**config.mk**
```make
export PLATFORM = sky130hd
export DESIGN_NAME = spi_request_arbiter_flat
export DESIGN_NICKNAME = d
export VERILOG_FILES = /design/src/rtl/spi_request_arbiter_if.sv /design/src/rtl/spi_request_arbiter.sv /design/src/flat_wrapper.sv
export SDC_FILE = /design/constraint.sdc
export NUM_CORES = 1
export LEC_CHECK = 0
export ABC_AREA = 1
export ABC_CLOCK_PERIOD_IN_PS = 4600
export BUFFER_PORTS_ARGS = -buffer_cell sky130_fd_sc_hd__buf_4
export CORE_MARGIN = 2
export CORE_UTILIZATION = 30
export DETAILED_ROUTE_END_ITERATION = 12
export SYNTH_ARGS = -nofsm -noshare
export SYNTH_HDL_FRONTEND = slang
export SYNTH_SLANG_ARGS = --single-unit
```
**constraint.sdc**
```tcl
create_clock -name clock -period 4.6 [get_ports clock]
set_input_delay 0.46 -clock clock [delete_from_list [all_inputs] [get_ports clock]]
set_output_delay 0.46 -clock clock [all_outputs]
set_load 0.01 [all_outputs]
```
**src/rtl/spi_request_arbiter_if.sv**
```systemverilog
// Bundle of requester-side and SPI-master-side signals around the request arbiter.
// The master modport is the arbiter's view. The slave modport is the surrounding logic's view.
interface spi_request_arbiter_if #(
    parameter int NUM_REQ = 4
);
    localparam int ID_W = $clog2(NUM_REQ);

    logic [NUM_REQ-1:0]    req;
    logic [24*NUM_REQ-1:0] wdata;
    logic [3*NUM_REQ-1:0]  wdiv;
    logic [NUM_REQ-1:0]    ack;
    logic [NUM_REQ-1:0]    err;
    logic [23:0]           rdata;
    logic                  busy;
    logic [ID_W-1:0]       grant_id;
    logic                  spi_start;
    logic [23:0]           spi_data_in;
    logic [2:0]            spi_clock_div;
    logic                  spi_done;
    logic [23:0]           spi_data_out;

    modport master (
        input  req, wdata, wdiv, spi_done, spi_data_out,
        output ack, err, rdata, busy, grant_id, spi_start, spi_data_in, spi_clock_div
    );

    modport slave (
        output req, wdata, wdiv, spi_done, spi_data_out,
        input  ack, err, rdata, busy, grant_id, spi_start, spi_data_in, spi_clock_div
    );
endinterface

```
**src/rtl/spi_request_arbiter.sv**
```systemverilog
// Round-robin arbiter that shares one 24-bit SPI master among NUM_REQ requesters.
// It runs the start/done handshake and has a watchdog that aborts transfers whose done never arrives.
module spi_request_arbiter #(
    parameter int NUM_REQ = 4,
    parameter int TIMEOUT = 4096
) (
    input  logic                  clock,
    input  logic                  reset,
    spi_request_arbiter_if.master bus
);
    localparam int ID_W = $clog2(NUM_REQ);
    localparam int WD_W = $clog2(TIMEOUT);
    localparam logic [WD_W-1:0] WD_LAST = WD_W'(TIMEOUT - 1);

    localparam logic [2:0] ST_IDLE    = 3'd0;
    localparam logic [2:0] ST_ARM     = 3'd1;
    localparam logic [2:0] ST_START   = 3'd2;
    localparam logic [2:0] ST_CAPTURE = 3'd3;
    localparam logic [2:0] ST_RELEASE = 3'd4;

    logic [2:0]         state_reg;
    logic [ID_W-1:0]    last_grant_reg;
    logic [ID_W-1:0]    grant_id_reg;
    logic [WD_W-1:0]    wd_reg;
    logic               done_meta_reg;
    logic               done_s_reg;
    logic [NUM_REQ-1:0] ack_reg;
    logic [NUM_REQ-1:0] err_reg;
    logic [23:0]        rdata_reg;
    logic               busy_reg;
    logic               spi_start_reg;
    logic [23:0]        spi_data_in_reg;
    logic [2:0]         spi_clock_div_reg;

    logic [23:0]        wdata_arr [NUM_REQ];
    logic [2:0]         wdiv_arr  [NUM_REQ];
    logic               pick_valid;
    logic [ID_W-1:0]    pick_id;
    logic [ID_W-1:0]    cand;

    generate
        for (genvar gi = 0; gi < NUM_REQ; gi++) begin : g_unpack
            assign wdata_arr[gi] = bus.wdata[24*gi +: 24];
            assign wdiv_arr[gi]  = bus.wdiv[3*gi +: 3];
        end
    endgenerate

    // Walk from the farthest candidate to the nearest one, so the requester closest after last_grant wins.
    always_comb begin
        pick_valid = 1'b0;
        pick_id    = '0;
        cand       = '0;
        for (int k = NUM_REQ; k >= 1; k--) begin
            cand = ID_W'((int'(last_grant_reg) + k) % NUM_REQ);
            if (bus.req[cand]) begin
                pick_valid = 1'b1;
                pick_id    = cand;
            end
        end
    end

    always_ff @(posedge clock) begin
        if (reset) begin
            state_reg         <= ST_IDLE;
            last_grant_reg    <= ID_W'(NUM_REQ - 1);
            grant_id_reg      <= '0;
            wd_reg            <= '0;
            done_meta_reg     <= 1'b0;
            done_s_reg        <= 1'b0;
            ack_reg           <= '0;
            err_reg           <= '0;
            rdata_reg         <= '0;
            busy_reg          <= 1'b0;
            spi_start_reg     <= 1'b0;
            spi_data_in_reg   <= '0;
            spi_clock_div_reg <= '0;
        end else begin
            done_meta_reg <= bus.spi_done;
            done_s_reg    <= done_meta_reg;
            ack_reg       <= '0;
            err_reg       <= '0;
            case (state_reg)
                ST_IDLE: begin
                    if (pick_valid) begin
                        grant_id_reg      <= pick_id;
                        spi_data_in_reg   <= wdata_arr[pick_id];
                        spi_clock_div_reg <= wdiv_arr[pick_id];
                        busy_reg          <= 1'b1;
                        state_reg         <= ST_ARM;
                    end
                end
                ST_ARM: begin
                    spi_start_reg <= 1'b1;
                    wd_reg        <= '0;
                    state_reg     <= ST_START;
                end
                ST_START: begin
                    // A done that arrives in the same cycle as watchdog expiry still counts as a successful transfer.
                    if (done_s_reg) begin
                        spi_start_reg          <= 1'b0;
                        ack_reg[grant_id_reg]  <= 1'b1;
                        rdata_reg              <= bus.spi_data_out;
                        state_reg              <= ST_CAPTURE;
                    end else if (wd_reg == WD_LAST) begin
                        spi_start_reg          <= 1'b0;
                        ack_reg[grant_id_reg]  <= 1'b1;
                        err_reg[grant_id_reg]  <= 1'b1;
                        wd_reg                 <= '0;
                        state_reg              <= ST_RELEASE;
                    end else begin
                        wd_reg <= wd_reg + 1'b1;
                    end
                end
                ST_CAPTURE: begin
                    wd_reg    <= '0;
                    state_reg <= ST_RELEASE;
                end
                ST_RELEASE: begin
                    if (!done_s_reg || wd_reg == WD_LAST) begin
                        last_grant_reg <= grant_id_reg;
                        busy_reg       <= 1'b0;
                        state_reg      <= ST_IDLE;
                    end else begin
                        wd_reg <= wd_reg + 1'b1;
                    end
                end
                default: begin
                    state_reg <= ST_IDLE;
                end
            endcase
        end
    end

    assign bus.ack           = ack_reg;
    assign bus.err           = err_reg;
    assign bus.rdata         = rdata_reg;
    assign bus.busy          = busy_reg;
    assign bus.grant_id      = grant_id_reg;
    assign bus.spi_start     = spi_start_reg;
    assign bus.spi_data_in   = spi_data_in_reg;
    assign bus.spi_clock_div = spi_clock_div_reg;
endmodule

```
**src/flat_wrapper.sv**
```systemverilog
// flat-port wrapper written by rule: the top's interface ports become plain ports
module spi_request_arbiter_flat 
#(
    parameter int NUM_REQ = 4,
    parameter int TIMEOUT = 4096
)
  (clock, reset, bus_req, bus_wdata, bus_wdiv, bus_spi_done, bus_spi_data_out, bus_ack, bus_err, bus_rdata, bus_busy, bus_grant_id, bus_spi_start, bus_spi_data_in, bus_spi_clock_div);
  spi_request_arbiter_if #(.NUM_REQ(NUM_REQ)) bus_i ();
  input  logic clock;
  input  logic reset;
  input wire logic [$bits(bus_i.req)-1:0] bus_req;
  input wire logic [$bits(bus_i.wdata)-1:0] bus_wdata;
  input wire logic [$bits(bus_i.wdiv)-1:0] bus_wdiv;
  input wire logic [$bits(bus_i.spi_done)-1:0] bus_spi_done;
  input wire logic [$bits(bus_i.spi_data_out)-1:0] bus_spi_data_out;
  output wire logic [$bits(bus_i.ack)-1:0] bus_ack;
  output wire logic [$bits(bus_i.err)-1:0] bus_err;
  output wire logic [$bits(bus_i.rdata)-1:0] bus_rdata;
  output wire logic [$bits(bus_i.busy)-1:0] bus_busy;
  output wire logic [$bits(bus_i.grant_id)-1:0] bus_grant_id;
  output wire logic [$bits(bus_i.spi_start)-1:0] bus_spi_start;
  output wire logic [$bits(bus_i.spi_data_in)-1:0] bus_spi_data_in;
  output wire logic [$bits(bus_i.spi_clock_div)-1:0] bus_spi_clock_div;
  assign bus_i.req = bus_req;
  assign bus_i.wdata = bus_wdata;
  assign bus_i.wdiv = bus_wdiv;
  assign bus_i.spi_done = bus_spi_done;
  assign bus_i.spi_data_out = bus_spi_data_out;
  assign bus_ack = bus_i.ack;
  assign bus_err = bus_i.err;
  assign bus_rdata = bus_i.rdata;
  assign bus_busy = bus_i.busy;
  assign bus_grant_id = bus_i.grant_id;
  assign bus_spi_start = bus_i.spi_start;
  assign bus_spi_data_in = bus_i.spi_data_in;
  assign bus_spi_clock_div = bus_i.spi_clock_div;
  spi_request_arbiter #(.NUM_REQ(NUM_REQ), .TIMEOUT(TIMEOUT)) u_core (.clock(clock), .reset(reset), .bus(bus_i));
endmodule
```
==> impl_metrics.toml, run 1 <==
[power]
internal-power_mw = 1.95
swShare_pct = 40.4
ir_drop_uv = 264
p_seq_share_pct = 29.1
power.switching_mw = 1.32
pwr-share-comb_pct = 45.9
p_leak_nw = 3.03
power.density_mw_per_mm2 = 527
clockPowerShare_pct = 25.1

[floorplanning]
fp.dieW_um = 125
rows = 44
core_area_mm2 = 0.0144
start_util_pct = 30.4
die_height_um = 125
pin_count = 202
die_area_mm2 = 0.0155

[cells_and_area]
fin_util_pct = 43.2
drive_above_1_share_pct = 28.7
syn2layout_area_growth_pct = 42.2
seqCellArea_mm2 = 0.00164
layout_common_cells = "buf_4, nand2_1, nand3_1"
n_antenna_cell = 0
final_cell_area_mm2 = 0.00621
num-fill-cells = 1541
multi_input_area_mm2 = 0.00234
final_nets = 979
layout_commonest_cell = "buf_4"

[routing]
vias = 4856
post_drt_via_cell_ratio = 4.72
routed_wl_mm = 13.7
postRouteAntennaNets = 0
drc_errors = 0
wl_per_cell_um = 13.3
drtPass1Iterations = 5
drt_iter0_markers = 281

[timing]
rsz0062_at_grt = "false"
hold_viol_final = 0
post-route-period-util_pct = 66.4
fin_crit_ps = 3060
finalSetupViolCount = 0
drv_slew = 0
timing.fmax_mhz = 327
tns_ps = 0
tightest_slew_ps = 952
fin_skew_ps = 6.27
maxSlewHeadroom_pct = 36.1

[placement]
gp_congestion = 0.829
dp_hpwl_mm = 9.78
port_buffers = 201
dpl_cell_area_mm2 = 0.00588

[critical_path]
startpoint_type = "register"
arrival_ps = 3330
cp_cell_sequence = "inv_1 > nand2_1 > nand2_1 > nand2_1 > nand2_2 > inv_1 > nand3_2 > nand2_2 > nand2_1 > nand3_1 > nand2_1 > a21oi_1"
worstSetupPathType = "reg -> reg"
cp_slowest_cell = "nand2_2"
slowest_delay_ps = 840
worstPathRequired_ps = 4880
timing.rr.end = "u_core.bus.spi_data_in[17]$_SDFFE_PP0P_"
rr_worst_depth = 12
r2r_setup_slack_ps = 1540
critPathLaunch = "u_core.last_grant_reg[0]$_SDFFE_PP1P_"
endpoint = "u_core.bus.spi_data_in[17]$_SDFFE_PP0P_"
path_max_fanout = 39
endpoint_kind = "register"
cp_common_cell = "nand2_1"
r2r_start = "u_core.last_grant_reg[0]$_SDFFE_PP1P_"

[hold_path]
worstHoldPathType = "in -> reg"
worstHoldPathCells = 3

[clocking]
post_cts_resized = 0
cts-root-buf = "clkbuf_16"
htreeDepth = 3
clock_latency_ps = 340
ctsLongestPathBuffers = 2
cts_tree = "done"
ctsHoldBuffers = 0
clk_pin_slew_ps = 60
numCtsBuffers = 9
cts_num_sinks = 82
cts_setup_buffers = 0

[synth]
seq_area_frac_synth_pct = 37.6
ys_ff_latch = 82
synth_area_per_cell_um2 = 6.59
synth_area_leaders = "dfxtp_1, nand3_1, nand2_1"
synth_nets = 803
synth_cell_types = 34
syn_inst = 663
synth_top_area_share_pct = 37.6
yosysWarnings = 0
syn_area_mm2 = 0.00437
synth_top_area_cell = "dfxtp_1"

[run]
cap_violations = 0

[global_routing]
grt_overflow = 0
antenna_found_initial = 0
grt_max_degree = 47
grt_pass1_vias = 4523
grt_pass1_wl_mm = 22.5
grt_usage_pct = 17.5

[outcome]
outcome = "finished clean"
## layout make-up
class	count	area share (%)
clock buffer	11	3.75
inverter	38	2.30
multi-input combinational	505	37.6
tap	184	3.71
timing repair buffer	203	24.5
clock inverter	5	1.65
sequential	82	26.4
## synthesized netlist by cell type (all sizes together)
cell	count
nor3b	1
a21boi	1
o211ai	2
dfxtp	82
a21oi	36
o21ai	54
nand3b	1
clkbuf	12
xor2	4
nand3	126
a211oi	1
buf	26
a31oi	1
nand2	153
inv	38
nand4	3
nor3	6
and3	9
a221oi	1
nor2	105
ha	1
## cells by family after synthesis
family / after synthesis / synth area share [%]
DFF: 82 / 37.6
and+or+nand+nor: 404 / 40.8
xor gates and xnor gates: 4 / 0.802
adders and majority gates: 1 / 0.286
buffers and inverters: 76 / 8.88
AOI/OAI and AO/OA: 96 / 11.6
## stage by stage
step	power (mW)	setup slack, ps	cells	hold slack, ps
after floorplan	2.05	2940	663	388
after global placement	2.46	1650	1012	392
after detailed placement	2.47	1590	1012	398
after CTS	3.31	1570	1028	300
after global routing	3.54	1150	1028	307
final	3.27	1540	1028	314
## routing by layer
metal  share of wire [%]  track usage [%]
met5                   0                0
met4                 2.1             5.22
met2                  45             27.5
met1                  46             22.9
met3                 6.8             5.67
## worst min-delay path by stage
stage / end / startpoint
floorplan: u_core.done_s_reg$_SDFF_PP0_ / u_core.done_meta_reg$_SDFF_PP0_
global placement: u_core.done_s_reg$_SDFF_PP0_ / u_core.done_meta_reg$_SDFF_PP0_
detailed placement: u_core.done_s_reg$_SDFF_PP0_ / u_core.done_meta_reg$_SDFF_PP0_
CTS: u_core.done_meta_reg$_SDFF_PP0_ / bus_spi_done
global route: u_core.done_meta_reg$_SDFF_PP0_ / bus_spi_done
finish: u_core.done_meta_reg$_SDFF_PP0_ / bus_spi_done
## power groups by stage
stage	logic, mW	registers [mW]	clock network [mW]
final	1.50	0.951	0.820
after global routing	1.69	0.972	0.876
after CTS	1.51	0.950	0.846
after detailed placement	1.51	0.961	0
after global placement	1.50	0.963	0
after floorplan	1.05	1.00	0
## critical path, delay by kind of cell, from the launching register on
kind	cells	cell delay (ps)
AND/OR/NAND/NOR	9	2090
flip-flops	1	510
buffers and inverters	2	270
AO/OA/AOI/OAI	1	110
Power figures use the tool's default switching activity.
==> run 2: changes to the inputs <==
Settings changed: ABC_CLOCK_PERIOD_IN_PS 4600 to 3200.
Clock period 4.6 ns to 3.2 ns, I/O delays scaled along.
==> impl_metrics.toml, run 2 (synthesized netlist as in run 1, its figures left out) <==
[critical_path]
endpoint_kind = "register"
r2r_setup_slack_ps = 630
cp_slowest_cell = "dfxtp_1"
arrival_ps = 2740
r2r_start = "u_core.last_grant_reg[0]$_SDFFE_PP1P_"
cp_common_cell = "nand2_1"
startpoint_type = "register"
rr_worst_depth = 13
worstSetupPathType = "reg -> reg"
timing.rr.end = "u_core.bus.spi_clock_div[1]$_SDFFE_PP0P_"
cp_cell_sequence = "inv_1 > nand2_1 > nand2_1 > nand2_1 > nand2_2 > inv_1 > nand2_2 > nand2_2 > nand2_2 > nand2_1 > nand3_1 > nand2_1 > a21oi_1"
slowest_delay_ps = 500
path_max_fanout = 35
worstPathRequired_ps = 3370

[floorplanning]
core_area_mm2 = 0.0144
die_height_um = 125
die_area_mm2 = 0.0155
pin_count = 202
start_util_pct = 30.4
rows = 44
fp.dieW_um = 125

[cells_and_area]
final_cells = 1035
syn2layout_area_growth_pct = 42.1
layout_common_cells = "buf_4, nand2_1, nand3_1"
final_nets = 987
fin_util_pct = 43.2
final_cell_area_mm2 = 0.00620
layout_commonest_cell = "buf_4"
drive_above_1_share_pct = 29.4
n_antenna_cell = 0
num-fill-cells = 1504

[routing]
postRouteAntennaNets = 0
routed_wl_mm = 13.8
drt_iter0_markers = 237
vias = 4885
post_drt_via_cell_ratio = 4.72
drtPass1Iterations = 4
wl_per_cell_um = 13.4
drc_errors = 0

[timing]
maxSlewHeadroom_pct = 37.0
timing.fmax_mhz = 390
setup_ws_ps = 634
hold_viol_final = 0
tns_ps = 0
tightest_slew_ps = 942
fin_skew_ps = 12.6
rsz0062_at_grt = "false"
finalSetupViolCount = 0
drv_slew = 0
post-route-period-util_pct = 80.2
timing.hold.ws_ps = 195
fin_crit_ps = 2570

[global_routing]
grt_pass1_vias = 4615
grt_pass1_wl_mm = 22.9
grt_usage_pct = 17.8
grt_overflow = 0
antenna_found_initial = 0
grt_max_degree = 47

[hold_path]
worstHoldPathCells = 3
hold-path-endpoint = "u_core.done_meta_reg$_SDFF_PP0_"
worstHoldPathType = "in -> reg"
hold_start = "bus_spi_done"

[placement]
pre_cts_ws_ps = 630
gp_congestion = 0.838
dpl_cell_area_mm2 = 0.00594
placed_cells_incl_taps = 1020
dp_hpwl_mm = 10.0
port_buffers = 201

[power]
power.density_mw_per_mm2 = 729
p_leak_nw = 3.04
total_power_mw = 4.53
ir_drop_uv = 416

[clocking]
cts-root-buf = "clkbuf_16"
ctsHoldBuffers = 0
clock_latency_ps = 340
cts_tree = "done"
ctsLongestPathBuffers = 2
clk_pin_slew_ps = 60
post_cts_resized = 0
numCtsBuffers = 9
htreeDepth = 3
cts_setup_buffers = 0
cts_num_sinks = 82

[run]
cap_violations = 0

[outcome]
outcome = "finished clean"
[run 2: cell count changes in the layout (fill, tap and decap cells not counted), sizes merged]
cell    previous run  this run
buf              203       211
bufinv             3         0
clkinv             1         2
inv               38        39
[run 2: metal layers]
layer / up-vias / GRT usage, % / wire length [um]
met2: 157 / 27.8 / 6150
met3: 16 / 5.33 / 987
met1: 2166 / 23.8 / 6500
met5: - / 0 / 0
met4: 0 / 4.96 / 213
li1: 2546 / - / -
[run 2: worst max-delay path, delay by kind of cell, from the launching register on]
family,cells,cell delay (ps)
flops,1,500
compound gates,1,60
simple gates,10,1550
buf+inv,2,270
[run 2: power breakdown]
part	total, mW	switching [mW]	leakage, nW	internal, mW
Combinational	2.21	1.38	2.24	0.835
Sequential	1.36	0.127	0.671	1.24
Clock	0.952	0.410	0.132	0.543
[run 2: worst max path at each step]
stage          slack [ps]                                   from                                  endpoint
2_1_floorplan        1540          u_core.wd_reg[0]$_SDFFE_PP0P_             u_core.wd_reg[3]$_SDFFE_PP0P_
3_3_place_gp          690  u_core.last_grant_reg[0]$_SDFFE_PP1P_  u_core.bus.spi_clock_div[1]$_SDFFE_PP0P_
3_5_place_dp          630  u_core.last_grant_reg[0]$_SDFFE_PP1P_  u_core.bus.spi_clock_div[1]$_SDFFE_PP0P_
4_1_cts               620  u_core.last_grant_reg[0]$_SDFFE_PP1P_  u_core.bus.spi_clock_div[1]$_SDFFE_PP0P_
5_1_grt               290  u_core.last_grant_reg[0]$_SDFFE_PP1P_  u_core.bus.spi_clock_div[1]$_SDFFE_PP0P_
6_report              630  u_core.last_grant_reg[0]$_SDFFE_PP1P_  u_core.bus.spi_clock_div[1]$_SDFFE_PP0P_
[run 2: area by class of cell]
| cell class | count | area [um^2] | area share, % |
|---|---|---|---|
| tap | 184 | 230 | 3.71 |
| multi-input combinational | 505 | 2340 | 37.7 |
| inverter | 38 | 143 | 2.30 |
| timing repair buffer | 211 | 1580 | 25.5 |
| clock buffer | 11 | 243 | 3.91 |
| clock inverter | 4 | 26.3 | 0.423 |
| sequential | 82 | 1640 | 26.5 |
==> run 3: changes to the inputs <==
Settings changed: ABC_CLOCK_PERIOD_IN_PS 3200 to 2100.
Clock period 3.2 ns to 2.1 ns, I/O delays scaled along.
==> impl_metrics.toml, run 3 (synthesized netlist as in run 1, its figures left out) <==
[routing]
drc_errors = 0
postRouteAntennaNets = 0
routed_wl_mm = 14.2
drtPass1Iterations = 5
wl_per_cell_um = 13.5
drt_iter0_markers = 237
vias = 5042
post_drt_via_cell_ratio = 4.77

[cells_and_area]
layout_commonest_cell = "buf_4"
num-fill-cells = 1499
final_nets = 1008
layout_common_cells = "buf_4, nand2_1, nand3_1"
n_antenna_cell = 0
drive_above_1_share_pct = 31.3
final_cell_area_mm2 = 0.00643
final_cells = 1056
syn2layout_area_growth_pct = 47.2
fin_util_pct = 44.7

[floorplanning]
die_area_mm2 = 0.0155
start_util_pct = 30.4
core_area_mm2 = 0.0144
pin_count = 202
fp.dieW_um = 125
rows = 44
die_height_um = 125

[clocking]
ctsLongestPathBuffers = 2
ctsHoldBuffers = 0
clock_latency_ps = 350
cts-root-buf = "clkbuf_16"
cts_num_sinks = 82
cts_setup_buffers = 0
cts_tree = "done"
htreeDepth = 3
numCtsBuffers = 9
clk_pin_slew_ps = 60

[global_routing]
antenna_found_initial = 0
grt_pass1_vias = 4611
grt_usage_pct = 18.2
grt_max_degree = 34
grt_pass1_wl_mm = 23.1
grt_overflow = 0

[timing]
finalSetupViolCount = 0
rsz0062_at_grt = "false"
timing.fmax_mhz = 529
fin_skew_ps = 8.67
maxSlewHeadroom_pct = 61.2
post-route-period-util_pct = 90.0
tightest_slew_ps = 582
fin_crit_ps = 1890
hold_viol_final = 0
drv_slew = 0

[placement]
placed_cells_incl_taps = 1039
dp_hpwl_mm = 10.1
gp_congestion = 0.823
port_buffers = 201
dpl_cell_area_mm2 = 0.00608

[critical_path]
startpoint_type = "register"
arrival_ps = 2160
worstPathRequired_ps = 2370
endpoint_kind = "register"
path_max_fanout = 11
worstSetupPathType = "reg -> reg"

[power]
total_power_mw = 7.44
power.density_mw_per_mm2 = 1160
ir_drop_uv = 477
p_leak_nw = 3.15

[outcome]
outcome = "finished clean"

[hold_path]
worstHoldPathType = "in -> reg"

[run]
cap_violations = 0
[run 3: power by group]
| group | internal, mW | switching (mW) |
|---|---|---|
| Clock | 1.04 | 0.665 |
| Sequential | 1.88 | 0.187 |
| Combinational | 1.44 | 2.22 |
| Total | 4.37 | 3.07 |
[run 3: per-layer routing]
| metal | share of wire (%) | vias to the layer above | wire [um] | GRT usage, % |
|---|---|---|---|---|
| met4 | 2.4 | 0 | 338 | 6.68 |
| met3 | 7.0 | 25 | 997 | 5.11 |
| met1 | 46 | 2249 | 6590 | 24.8 |
| li1 | - | 2595 | - | - |
| met5 | 0 | - | 0 | 0 |
| met2 | 44 | 173 | 6280 | 27.3 |
[run 3: final cells by class]
cell class	instances	area, um^2	share of cell area [%]
Multi-Input combinational cell	507	2360	36.8
Timing Repair Buffer	230	1730	27.0
Sequential cell	82	1640	25.5
Tap cell	184	230	3.58
Clock buffer	9	225	3.50
Inverter	38	143	2.22
Clock inverter	6	91.3	1.42
[run 3: critical path, stage by stage (launching register included)]
cell,delay (ps)
dfxtp_1,350
buf_4,150
nand2_1,60
o21ai_1,90
nand2_1,80
nand2_2,70
nor2_2,50
nand2_1,130
nor2_4,90
nor2_2,460
o21ai_0,150
a21oi_1,140
[run 3: what timing repair did]
action / in CTS / in global routing
gates cloned: 1 / 1
endpoints found under the setup margin: 27 / 10
gates resized for setup: 1 / 4
pin swaps: 1 / 1
[run 3: worst paths after layout]
check,startpoint,to,slack [ps],cells past startpoint
worst min-delay path,bus_spi_done,u_core.done_meta_reg$_SDFF_PP0_,70,3
worst max-delay path,u_core.last_grant_reg[0]$_SDFFE_PP1P_,u_core.bus.spi_data_in[11]$_SDFFE_PP0P_,210,11
worst max register to register,u_core.last_grant_reg[0]$_SDFFE_PP1P_,u_core.bus.spi_data_in[11]$_SDFFE_PP0P_,210,11
worst min register to register,u_core.done_meta_reg$_SDFF_PP0_,u_core.done_s_reg$_SDFF_PP0_,440,2
[run 3: through the flow]
stage | hold slack [ps] | setup WS (ps) | setup TNS (ps)
after detailed placement | 418 | -72.9 | -694
final | 69.1 | 210 | 0
after global placement | 413 | 14.5 | 0
after floorplan | 317 | 436 | 0
after global routing | 78.8 | 16.7 | 0
after CTS | 58.9 | 78.8 | 0
